$ cat config.mk
export PLATFORM = sky130hd
export DESIGN_NAME = serial_adder_ctrl
export DESIGN_NICKNAME = d
export VERILOG_FILES = /design/src/rtl/serial_adder_defs.sv /design/src/rtl/one_bit_full_adder.sv /design/src/rtl/serial_adder_ctrl.sv
export SDC_FILE = /design/constraint.sdc
export NUM_CORES = 1
export LEC_CHECK = 0
export ABC_AREA = 1
export CAP_MARGIN = 20
export CORE_AREA = 2 2 56 79
export CTS_CLUSTER_SIZE = 12
export DETAILED_ROUTE_END_ITERATION = 7
export DIE_AREA = 0 0 58 81
export PLACE_DENSITY = 0.82
export SETUP_SLACK_MARGIN = 0.1
export SKIP_CTS_REPAIR_TIMING = 1
export SYNTH_ARGS = -nofsm -noshare
export SYNTH_HDL_FRONTEND = slang
export SYNTH_SLANG_ARGS = --single-unit
$ cat constraint.sdc
create_clock -name clk -period 1.3 [get_ports clk]
set_input_delay 0.195 -clock clk [delete_from_list [all_inputs] [get_ports clk]]
set_output_delay 0.195 -clock clk [all_outputs]
set_load 0.005 [all_outputs]
$ cat src/rtl/serial_adder_defs.sv
// serial_adder_defs: shared definitions for the bit-serial adder.
//   state_e   - controller state encoding (IDLE/SHIFT/DONE)
//   N_DEFAULT - default operand/sum width
package serial_adder_defs;

  localparam int unsigned N_DEFAULT = 8;

  typedef enum logic [1:0] {
    IDLE  = 2'd0,
    SHIFT = 2'd1,
    DONE  = 2'd2
  } state_e;

endpackage

$ cat src/rtl/one_bit_full_adder.sv
// one_bit_full_adder: gate-level 1-bit full adder cell.
// Ports:
//   a, b, cin : input bits
//   s         : sum bit      (a ^ b ^ cin)
//   cout      : carry out    (a&b | cin&(a^b))
module one_bit_full_adder (
  input  logic a,
  input  logic b,
  input  logic cin,
  output logic s,
  output logic cout
);

  logic ab_x;
  logic ab_a;
  logic cx_a;

  xor g_x1 (ab_x, a, b);
  xor g_x2 (s, ab_x, cin);
  and g_a1 (ab_a, a, b);
  and g_a2 (cx_a, ab_x, cin);
  or  g_o1 (cout, ab_a, cx_a);

endmodule

$ cat src/rtl/serial_adder_ctrl.sv
// serial_adder_ctrl: bit-serial N-bit adder around a single full-adder cell.
// Operands are captured on an accepted start and fed LSB first, one bit
// pair per cycle; the carry is registered between cycles. After N SHIFT
// cycles the result is presented for one DONE cycle and then held.
// Parameters:
//   N     - operand/sum width (N >= 2)
// Ports:
//   clk   - rising-edge clock
//   rst   - asynchronous active-high reset
//   start - request, sampled in IDLE or DONE
//   a, b  - operands, captured on accepted start
//   cin   - initial carry, captured on accepted start
//   busy  - high while shifting
//   done  - one-cycle pulse, sum/cout valid
//   sum   - result, held until the next accepted start's completion
//   cout  - final carry, held with sum
//   ovf   - signed overflow flag (only with SERIAL_ADDER_OVF_EN defined)
// Optional feature macro: SERIAL_ADDER_OVF_EN
module serial_adder_ctrl
  import serial_adder_defs::*;
#(
  parameter int unsigned N = N_DEFAULT
) (
  input  logic         clk,
  input  logic         rst,
  input  logic         start,
  input  logic [N-1:0] a,
  input  logic [N-1:0] b,
  input  logic         cin,
  output logic         busy,
  output logic         done,
  output logic [N-1:0] sum,
`ifdef SERIAL_ADDER_OVF_EN
  output logic         ovf,
`endif
  output logic         cout
);

  localparam int unsigned CW = $clog2(N);
  localparam logic [CW-1:0] LAST = CW'(N - 1);

  state_e        state_q, state_d;
  logic [N-1:0]  a_sr_q, a_sr_d;
  logic [N-1:0]  b_sr_q, b_sr_d;
  logic [N-1:0]  sum_sr_q, sum_sr_d;
  logic          carry_q, carry_d;
  logic [CW-1:0] cnt_q, cnt_d;
  logic [N-1:0]  sum_q, sum_d;
  logic          cout_q, cout_d;
`ifdef SERIAL_ADDER_OVF_EN
  logic          ovf_q, ovf_d;
`endif

  logic fa_s;
  logic fa_cout;

  one_bit_full_adder u_fa (
    .a    (a_sr_q[0]),
    .b    (b_sr_q[0]),
    .cin  (carry_q),
    .s    (fa_s),
    .cout (fa_cout)
  );

  always_comb begin
    state_d  = state_q;
    a_sr_d   = a_sr_q;
    b_sr_d   = b_sr_q;
    sum_sr_d = sum_sr_q;
    carry_d  = carry_q;
    cnt_d    = cnt_q;
    sum_d    = sum_q;
    cout_d   = cout_q;
`ifdef SERIAL_ADDER_OVF_EN
    ovf_d    = ovf_q;
`endif
    case (state_q)
      IDLE, DONE: begin
        if (start) begin
          a_sr_d  = a;
          b_sr_d  = b;
          carry_d = cin;
          cnt_d   = '0;
          state_d = SHIFT;
        end else begin
          state_d = IDLE;
        end
      end
      SHIFT: begin
        a_sr_d   = a_sr_q >> 1;
        b_sr_d   = b_sr_q >> 1;
        sum_sr_d = {fa_s, sum_sr_q[N-1:1]};
        carry_d  = fa_cout;
        cnt_d    = cnt_q + CW'(1);
        if (cnt_q == LAST) begin
          state_d = DONE;
          // Result registers load with the final bit on the same edge
          // that enters DONE, so sum/cout are valid with the done pulse.
          sum_d   = {fa_s, sum_sr_q[N-1:1]};
          cout_d  = fa_cout;
`ifdef SERIAL_ADDER_OVF_EN
          // carry_q here is the carry into the MSB.
          ovf_d   = carry_q ^ fa_cout;
`endif
        end
      end
      default: state_d = IDLE;
    endcase
  end

  always_ff @(posedge clk or posedge rst) begin
    if (rst) begin
      state_q  <= IDLE;
      a_sr_q   <= '0;
      b_sr_q   <= '0;
      sum_sr_q <= '0;
      carry_q  <= 1'b0;
      cnt_q    <= '0;
      sum_q    <= '0;
      cout_q   <= 1'b0;
`ifdef SERIAL_ADDER_OVF_EN
      ovf_q    <= 1'b0;
`endif
    end else begin
      state_q  <= state_d;
      a_sr_q   <= a_sr_d;
      b_sr_q   <= b_sr_d;
      sum_sr_q <= sum_sr_d;
      carry_q  <= carry_d;
      cnt_q    <= cnt_d;
      sum_q    <= sum_d;
      cout_q   <= cout_d;
`ifdef SERIAL_ADDER_OVF_EN
      ovf_q    <= ovf_d;
`endif
    end
  end

  assign busy = (state_q == SHIFT);
  assign done = (state_q == DONE);
  assign sum  = sum_q;
  assign cout = cout_q;
`ifdef SERIAL_ADDER_OVF_EN
  assign ovf  = ovf_q;
`endif

endmodule
==> metrics.cfg, run 1 <==
[critical_path]
cp-end-kind = primary output
cp_max_fo = 4
worstReg2RegStart = carry_q
path_depth = 3
cp.arrival_ps = 1070
slowest_stage = dfrtp_1
critPathKind = reg2out
cp-startpoint = state_q[0]
slowest_delay_ps = 450
crit_path_cell_trace = inv_2, nor2_4, clkbuf_2
start_kind = register
reg2regPathDepth = 3
rrSetupSlack_ps = 80
worst-path-buf-inv = 2
r2r_end = sum_sr_q[7]
cp_top_family = flip-flops
critPathRequiredTime_ps = 1110

[grt]
grt_pass1_vias = 1564
grtUsageTotal = 0.187
antenna_found_initial = 0
grt_max_degree = 39
overflow = 0
grt_pass1_wl_um = 6530

[final_layout]
antenna_cells = 0
area.growth.synth_to_final_pct = 41.7
nNetsFinal = 290
stdcell_area_um2 = 2580
drive_gt1_frac = 0.213
layout.cells.non_filler = 313

[drt]
drc = 0
viasPerCell = 5.05
final_antenna_net_count = 0
drt_pre_antenna_iters = 5
first_iter_violations = 48
wirelength_um = 4520
wl_per_cell_um = 14.4
vias = 1582

[floorplanning]
start_util = 0.448
die_h_um = 81
io_pins = 31
fp.dieArea_um2 = 4700
core.rowCount = 28
placeableCoreArea_um2 = 4060
die_width_um = 58

[job]
cap_violations = 0

[timing]
rsz0062_at_grt = true
hold_violations = 0
finalCriticalPeriod_ps = 1260
relSlewSlack = 0.861
worstMarginPinSlew_ps = 206
setup_ws_ps = 39.0
period_share = 0.970
timing.fmax_mhz = 793
finalSetupViolations = 0
maxSlewViolCount = 0
clock_skew_ps = 7.07

[synth]
yosys_register_bits = 38
synth-seq-area-share = 0.522
syn_area_um2 = 1820
ys_warn_count = 0
synth_cell_types = 19
synth_fp_nets = 243
syn-instance-count = 220
syn_avg_cell_area_um2 = 8.27

[status]
outcome = completed

[power]
power.switching_uw = 2590
vdd_drop_max_v = 0.00166
swShare = 0.402
p_int_uw = 3860
power_frac_seq = 0.329
leakage_uw = 0.00147
pwr-share-clk = 0.149
p_per_area_nw_per_um2 = 2500
comb_power_share = 0.522

[cts]
cts_buffer_depth = 2
clk_latency_ps = 300
htreeDepth = 2
numCtsBuffers = 5
cts_tree = done
cts_sinks = 38
clk_pin_slew_ps = 80
cts_root_buffer = clkbuf_8

[hold_path]
worstHoldPathType = in2async

[placed_design]
globalplace.congestion = 0.759
hpwl_um = 2780
place_inst = 299
place_ws_ps = 5.09
place_area_um2 = 2260
io_buffers = 30

[placed cells by master (no fill, tap or decap)]
cell / count
nor2_2: 1
ha_2: 1
nand2_1: 64
dfrtp_1: 38
nor2_1: 1
clkbuf_2: 1
nand2_2: 3
o21ai_0: 7
buf_12: 6
inv_2: 4
nand2_4: 5
dlymetal6s2s_1: 10
fa_1: 1
inv_8: 1
nand3_1: 29
o21ai_1: 3
buf_6: 5
nand2_8: 3
a21oi_1: 1
clkbuf_8: 8
o21ai_2: 8
nor2_4: 1
clkdlybuf4s50_1: 19
inv_1: 38
nand3_2: 1
buf_4: 8
ha_4: 1
[power groups by stage]
stage | sequential [µW] | combinational (µW) | clock (µW)
after floorplan | 2010 | 1810 | 0
after global placement | 2060 | 2630 | 0
after detailed placement | 2080 | 2730 | 0
after CTS | 2060 | 2760 | 963
after global routing | 2170 | 3740 | 996
final | 2120 | 3370 | 962
[worst register-to-register path: stages (launching register included)]
cell and delay [ps]:
dfrtp_1 400, fa_1 580, inv_2 50, o21ai_1 110
[layout make-up]
type	instances	area [µm²]
inverters	43	169
well taps	45	56.3
fillers	314	1480
flip-flops and latches	38	951
multi-input cells	130	737
repair buffers	49	557
clock buffers	8	110
[stage by stage]
step           setup TNS, ps  hold slack (ps)  power [µW]   util
6_report                   0              258        6450  0.635
5_1_grt                    0              314        6900  0.635
4_1_cts                -1000              288        5790  0.583
3_5_place_dp               0              469        4800  0.556
3_3_place_gp               0              459        4690  0.556
2_1_floorplan              0              316        3810      -
[layer usage]
| layer | part of all wire | vias to the layer above | GRT usage |
|---|---|---|---|
| li1 | - | 757 | - |
| met1 | 0.40 | 753 | 0.206 |
| met2 | 0.53 | 60 | 0.330 |
| met3 | 0.046 | 12 | 0.0414 |
| met4 | 0.028 | 0 | 0.102 |
| met5 | 0 | - | 0 |
[state kept, by name, summed over array words and instances, names as in the netlist]
register  flops
cnt_q         3
b_sr_q        8
sum_sr_q      7
a_sr_q        8
cout          1
sum           8
carry_q       1
state_q       2
[Yosys cell counts, drive strengths merged]
cell type	count	area, µm²
nand2	75	302
inv	43	164
dfrtp	38	951
nand3	30	150
o21ai	18	120
buf	8	61.3
nor2	3	18.8
ha	2	25.0
a21oi	1	5.00
clkbuf	1	3.75
fa	1	20.0
[worst max path at each step]
stage                           end  slack [ps]
after floorplan                cout         100
after global placement         done           7
after detailed placement  a_sr_q[7]           5
after CTS                      done        -310
after global routing           busy          10
final                          busy          40
[cell families (layout without fill, tap and decap cells)]
family                   after synthesis  in the layout  share of synthesized area
AO/OA/AOI/OAI                         19             19                     0.0687
adder cells (fa/ha/maj)                3              3                     0.0247
buffers and inverters                 52            100                      0.126
AND/OR/NAND/NOR                      108            108                      0.258
flip-flops                            38             38                      0.522
Note: power is estimated with default switching activity, not from simulation.
==> run 2, diff against run 1 <==
==> constraint.sdc (replaced) <==
create_clock -name clk -period 1.3 [get_ports clk]
set_input_delay 0.195 -clock clk [delete_from_list [all_inputs] [get_ports clk]]
set_output_delay 0.195 -clock clk [all_outputs]
set_load 0.05 [all_outputs]
==> metrics.cfg, run 2 (synthesis results as in run 1) <==
[cts]
cts_tree = done
clk_pin_slew_ps = 60
htreeDepth = 2
cts_buffer_depth = 2
clk_latency_ps = 280
numCtsBuffers = 5
cts_root_buffer = clkbuf_8
cts_sinks = 38

[critical_path]
cp-startpoint = state_q[1]
cp.arrival_ps = 1160
cp_top_family = flip-flops
slowest_delay_ps = 410
critPathKind = reg2out
crit_path_cell_trace = inv_2, buf_6, nor2_4, buf_12
slowest_stage = dfrtp_1
worstReg2RegStart = carry_q
start_kind = register
worst-path-buf-inv = 3
cp-end-kind = primary output
critPathRequiredTime_ps = 1110
cp_max_fo = 10

[power]
leakage_uw = 0.00136
p_per_area_nw_per_um2 = 2640
fin_total_pwr_uw = 6870
vdd_drop_max_v = 0.00148

[grt]
antenna_found_initial = 0
grtUsageTotal = 0.177
grt_pass1_wl_um = 6290
grt_pass1_vias = 1466
grt_max_degree = 39
overflow = 0

[drt]
wirelength_um = 3820
drt_pre_antenna_iters = 4
viasPerCell = 4.81
drc = 0
first_iter_violations = 24
wl_per_cell_um = 12.2
final_antenna_net_count = 0
vias = 1507

[final_layout]
antenna_cells = 0
area.growth.synth_to_final_pct = 42.9
drive_gt1_frac = 0.243
layout_common_cells = nand2_1 (68), inv_1 (38), dfrtp_1 (37)
nNetsFinal = 292
layout.cells.non_filler = 313
layout_commonest_cell = nand2_1

[hold_path]
worstHoldPathType = in2async

[placed_design]
io_buffers = 30
place_ws_ps = 7.49
place_inst = 299
hpwl_um = 2600
globalplace.congestion = 0.798

[timing]
finalSetupViolations = 2
finalCriticalPeriod_ps = 1360
timing.fmax_mhz = 736
holdWs_ps = 258
setup_ws_ps = -58.2
rsz0062_at_grt = true
maxSlewViolCount = 0
relSlewSlack = 0.868
hold_violations = 0
clock_skew_ps = 4.26
period_share = 1.04
worstMarginPinSlew_ps = 198

[status]
outcome = finished, violations left
violations = setup timing

[floorplanning]
io_pins = 31
start_util = 0.448
die_width_um = 58
fp.dieArea_um2 = 4700
die_h_um = 81
core.rowCount = 28
placeableCoreArea_um2 = 4060

[job]
cap_violations = 0

run 2: cell types whose count changed in the layout (fill, tap and decap cells not counted), sizes merged:
cell,delta
dlymetal6s2s,-10
buf,+13
clkbuf,-3
run 2: area by class of cell:
cell class / count / area [µm²]
inverter: 43 / 169
multi-input combinational: 130 / 701
clock buffer: 6 / 82.6
tap: 45 / 56.3
sequential: 38 / 952
fill: 314 / 1460
timing repair buffer: 51 / 641
run 2: metal layers:
metal / vias up / wire length, µm / global-route usage
met2: 40 / 2100 / 0.311
met3: 6 / 145 / 0.0430
li1: 762 / - / -
met1: 699 / 1510 / 0.202
met5: - / 0 / 0
met4: 0 / 67 / 0.0744
run 2: path summary, 6_finish.rpt:
kind	endpoint	slack [ps]	cells after the start
min in group clk	sum[0]	470	2
max in group asynchronous	state_q[0]	850	3
min	a_sr_q[3]	260	3
max	done	-60	4
max reg2reg	sum[7]	80	3
min reg2reg	sum[0]	470	2
run 2: worst reg2reg max path, delay by kind of cell (launching register included):
kind | cells | cell delay [ps]
adders and majority gates | 1 | 580
DFF | 1 | 400
AOI/OAI and AO/OA | 1 | 120
buffers and inverters | 1 | 40
run 2: metrics by stage:
step / cell area (µm²) / setup TNS, ps / utilization
after floorplan: 1830 / -130 / -
after global placement: 2380 / 0 / 0.585
after detailed placement: 2380 / 0 / 0.585
after CTS: 2460 / -262 / 0.605
after global routing: 2600 / -177 / 0.640
final: 2600 / -69.5 / 0.640
run 2: report_power, final:
part           switching, µW  internal, µW
Sequential               409          1750
Clock                    372           408
Combinational           2140          1800
Total                   2920          3950
==> run 3, diff against run 2 <==
--- a/config.mk
+++ b/config.mk
@@ -7,13 +7,14 @@
 export LEC_CHECK = 0
 export ABC_AREA = 1
 export CAP_MARGIN = 20
-export CORE_AREA = 2 2 56 79
+export CORE_AREA = 2 2 53 75
 export CTS_CLUSTER_SIZE = 12
 export DETAILED_ROUTE_END_ITERATION = 7
-export DIE_AREA = 0 0 58 81
-export PLACE_DENSITY = 0.82
+export DIE_AREA = 0 0 55 77
+export PLACE_DENSITY = 0.86
 export SETUP_SLACK_MARGIN = 0.1
 export SKIP_CTS_REPAIR_TIMING = 1
 export SYNTH_ARGS = -nofsm -noshare
 export SYNTH_HDL_FRONTEND = slang
+export SYNTH_HIERARCHICAL = 1
 export SYNTH_SLANG_ARGS = --single-unit
==> constraint.sdc (replaced) <==
create_clock -name clk -period 1.36 [get_ports clk]
set_input_delay 0.204 -clock clk [delete_from_list [all_inputs] [get_ports clk]]
set_output_delay 0.204 -clock clk [all_outputs]
set_load 0.05 [all_outputs]
==> metrics.cfg, run 3 <==
[synth]
synth_area_leaders = dfrtp_1 (52%), nand2_1 (15%), inv_1 (8.3%), nand3_1 (8.3%), o21ai_2 (3.9%)
async_reset_ff_frac = 1.00
syn_area_um2 = 1820
yosys.area.top_type = dfrtp_1
synth_fp_nets = 243
synth-edff-count = 0
synth.most_common_cell = nand2_1
yosys_register_bits = 38
synth_cell_types = 19
syn-instance-count = 220
synth-seq-area-share = 0.524
synth_commonest_cells = nand2_1 (71), inv_1 (40), dfrtp_1 (38)
syn_avg_cell_area_um2 = 8.25
synth_ff_type = dfrtp_1
ys_warn_count = 6
yosysTopAreaCellShare = 0.524

[floorplanning]
placeableCoreArea_um2 = 3580
start_util = 0.507
io_pins = 31
die_h_um = 77
fp.dieArea_um2 = 4240
die_width_um = 55
core.rowCount = 26

[drt]
viasPerCell = 4.96
wl_per_cell_um = 13.4
wirelength_um = 4190
drt_pre_antenna_iters = 4
drc = 0
vias = 1548
final_antenna_net_count = 0
first_iter_violations = 17

[cts]
htreeDepth = 2
cts_sinks = 38
clk_latency_ps = 290
clk_pin_slew_ps = 70
cts_tree = done
numCtsBuffers = 5
cts_root_buffer = clkbuf_8
cts_buffer_depth = 2

[critical_path]
cp-startpoint = state_q[1]
start_kind = register
cp_max_fo = 3
r2r_end = sum[3]
critPathRequiredTime_ps = 1160
worstReg2RegStart = cnt_q[0]
cp.arrival_ps = 1150
endpoint = done
critPathKind = reg2out
cp-end-kind = primary output
reg2regPathDepth = 5
rrSetupSlack_ps = 130

[grt]
grt_max_degree = 39
use_met1 = 0.283
grtUsageTotal = 0.208
grt_pass1_wl_um = 6380
antenna_found_initial = 0
gr-usage-met2 = 0.313
grtUsageMet3 = 0.0603
grt_most_used_layer = met2
overflow = 0
grt_pass1_vias = 1408

[power]
power.switching_uw = 2840
fin_total_pwr_uw = 6560
power_frac_seq = 0.315
leakage_uw = 0.00136
comb_power_share = 0.575
pwr-share-clk = 0.110
swShare = 0.434
p_int_uw = 3710
p_per_area_nw_per_um2 = 2530
vdd_drop_max_v = 0.00173

[placed_design]
hpwl_um = 2550
globalplace.congestion = 0.775
io_buffers = 30

[hold_path]
worstHoldPathType = in2async

[final_layout]
drive_gt1_frac = 0.244
area.growth.synth_to_final_pct = 42.7
layout_commonest_cell = nand2_1
layout_common_cells = nand2_1 (68), inv_1 (38), dfrtp_1 (37)
antenna_cells = 0
nNetsFinal = 293

[timing]
clock_skew_ps = 4.42
tns_ps = 0
hold_violations = 0
timing.fmax_mhz = 741
finalSetupViolations = 0
worstMarginPinSlew_ps = 211
rsz0062_at_grt = true
period_share = 0.992
relSlewSlack = 0.859
maxSlewViolCount = 0
finalCriticalPeriod_ps = 1350

[job]
cap_violations = 0

[status]
outcome = completed

==> run 3: changes by cell type after synthesis, sizes merged <==
cell / change
buf: -1
clkbuf: +1
==> run 3: layout make-up <==
class / instances / area, µm²
Clock buffer: 5 / 68.8
Clock inverter: 2 / 10.0
Multi-Input combinational cell: 130 / 683
Tap cell: 42 / 52.6
Fill cell: 246 / 987
Inverter: 43 / 166
Timing Repair Buffer: 52 / 658
Sequential cell: 38 / 952
==> run 3: worst min path at each step <==
stage / startpoint / endpoint / slack, ps
after floorplan: a[7] / a_sr_q[7] / 320
after global placement: cnt_q[0] / cnt_q[0] / 460
after detailed placement: b_sr_q[4] / b_sr_q[4] / 470
after CTS: rst / b_sr_q[6] / 270
after global routing: rst / a_sr_q[6] / 300
final: rst / a_sr_q[6] / 270
==> run 3: critical path, cell delays in order, from the launching register on <==
cell and delay [ps]:
dfrtp_1 400, inv_2 80, buf_6 130, nor2_4 110
buf_12 140
==> run 3: kinds of logic after synthesis <==
kind of cell	after synthesis	synth area share
AOI/OAI and AO/OA	19	0.0689
adders and majority gates	3	0.0248
buffers and inverters	52	0.123
and+or+nand+nor	108	0.259
DFF	38	0.524
==> run 3: power groups by stage <==
stage	logic [µW]	registers [µW]	clock network, µW
2_1_floorplan	1820	2290	0
3_3_place_gp	3130	2030	0
3_5_place_dp	3230	2050	0
4_1_cts	3250	2030	733
5_1_grt	4120	2130	799
6_report	3770	2070	722
==> run 3: metrics by stage <==
stage          hold slack [ps]   util  setup WS, ps  std cells  area, µm²
2_1_floorplan              325      -          11.1        220       1830
3_3_place_gp               458  0.646          84.5        291       2310
3_5_place_dp               465  0.646          24.1        291       2310
4_1_cts                    266  0.668          -104        298       2390
5_1_grt                    305  0.724         -42.5        312       2590
6_report                   273  0.724          10.6        312       2590
==> run 3: routing by layer <==
| layer | wire length, µm | up-vias |
|---|---|---|
| li1 | - | 763 |
| met1 | 1680 | 743 |
| met2 | 2270 | 34 |
| met3 | 167 | 8 |
| met4 | 70 | 0 |
| met5 | 0 | - |
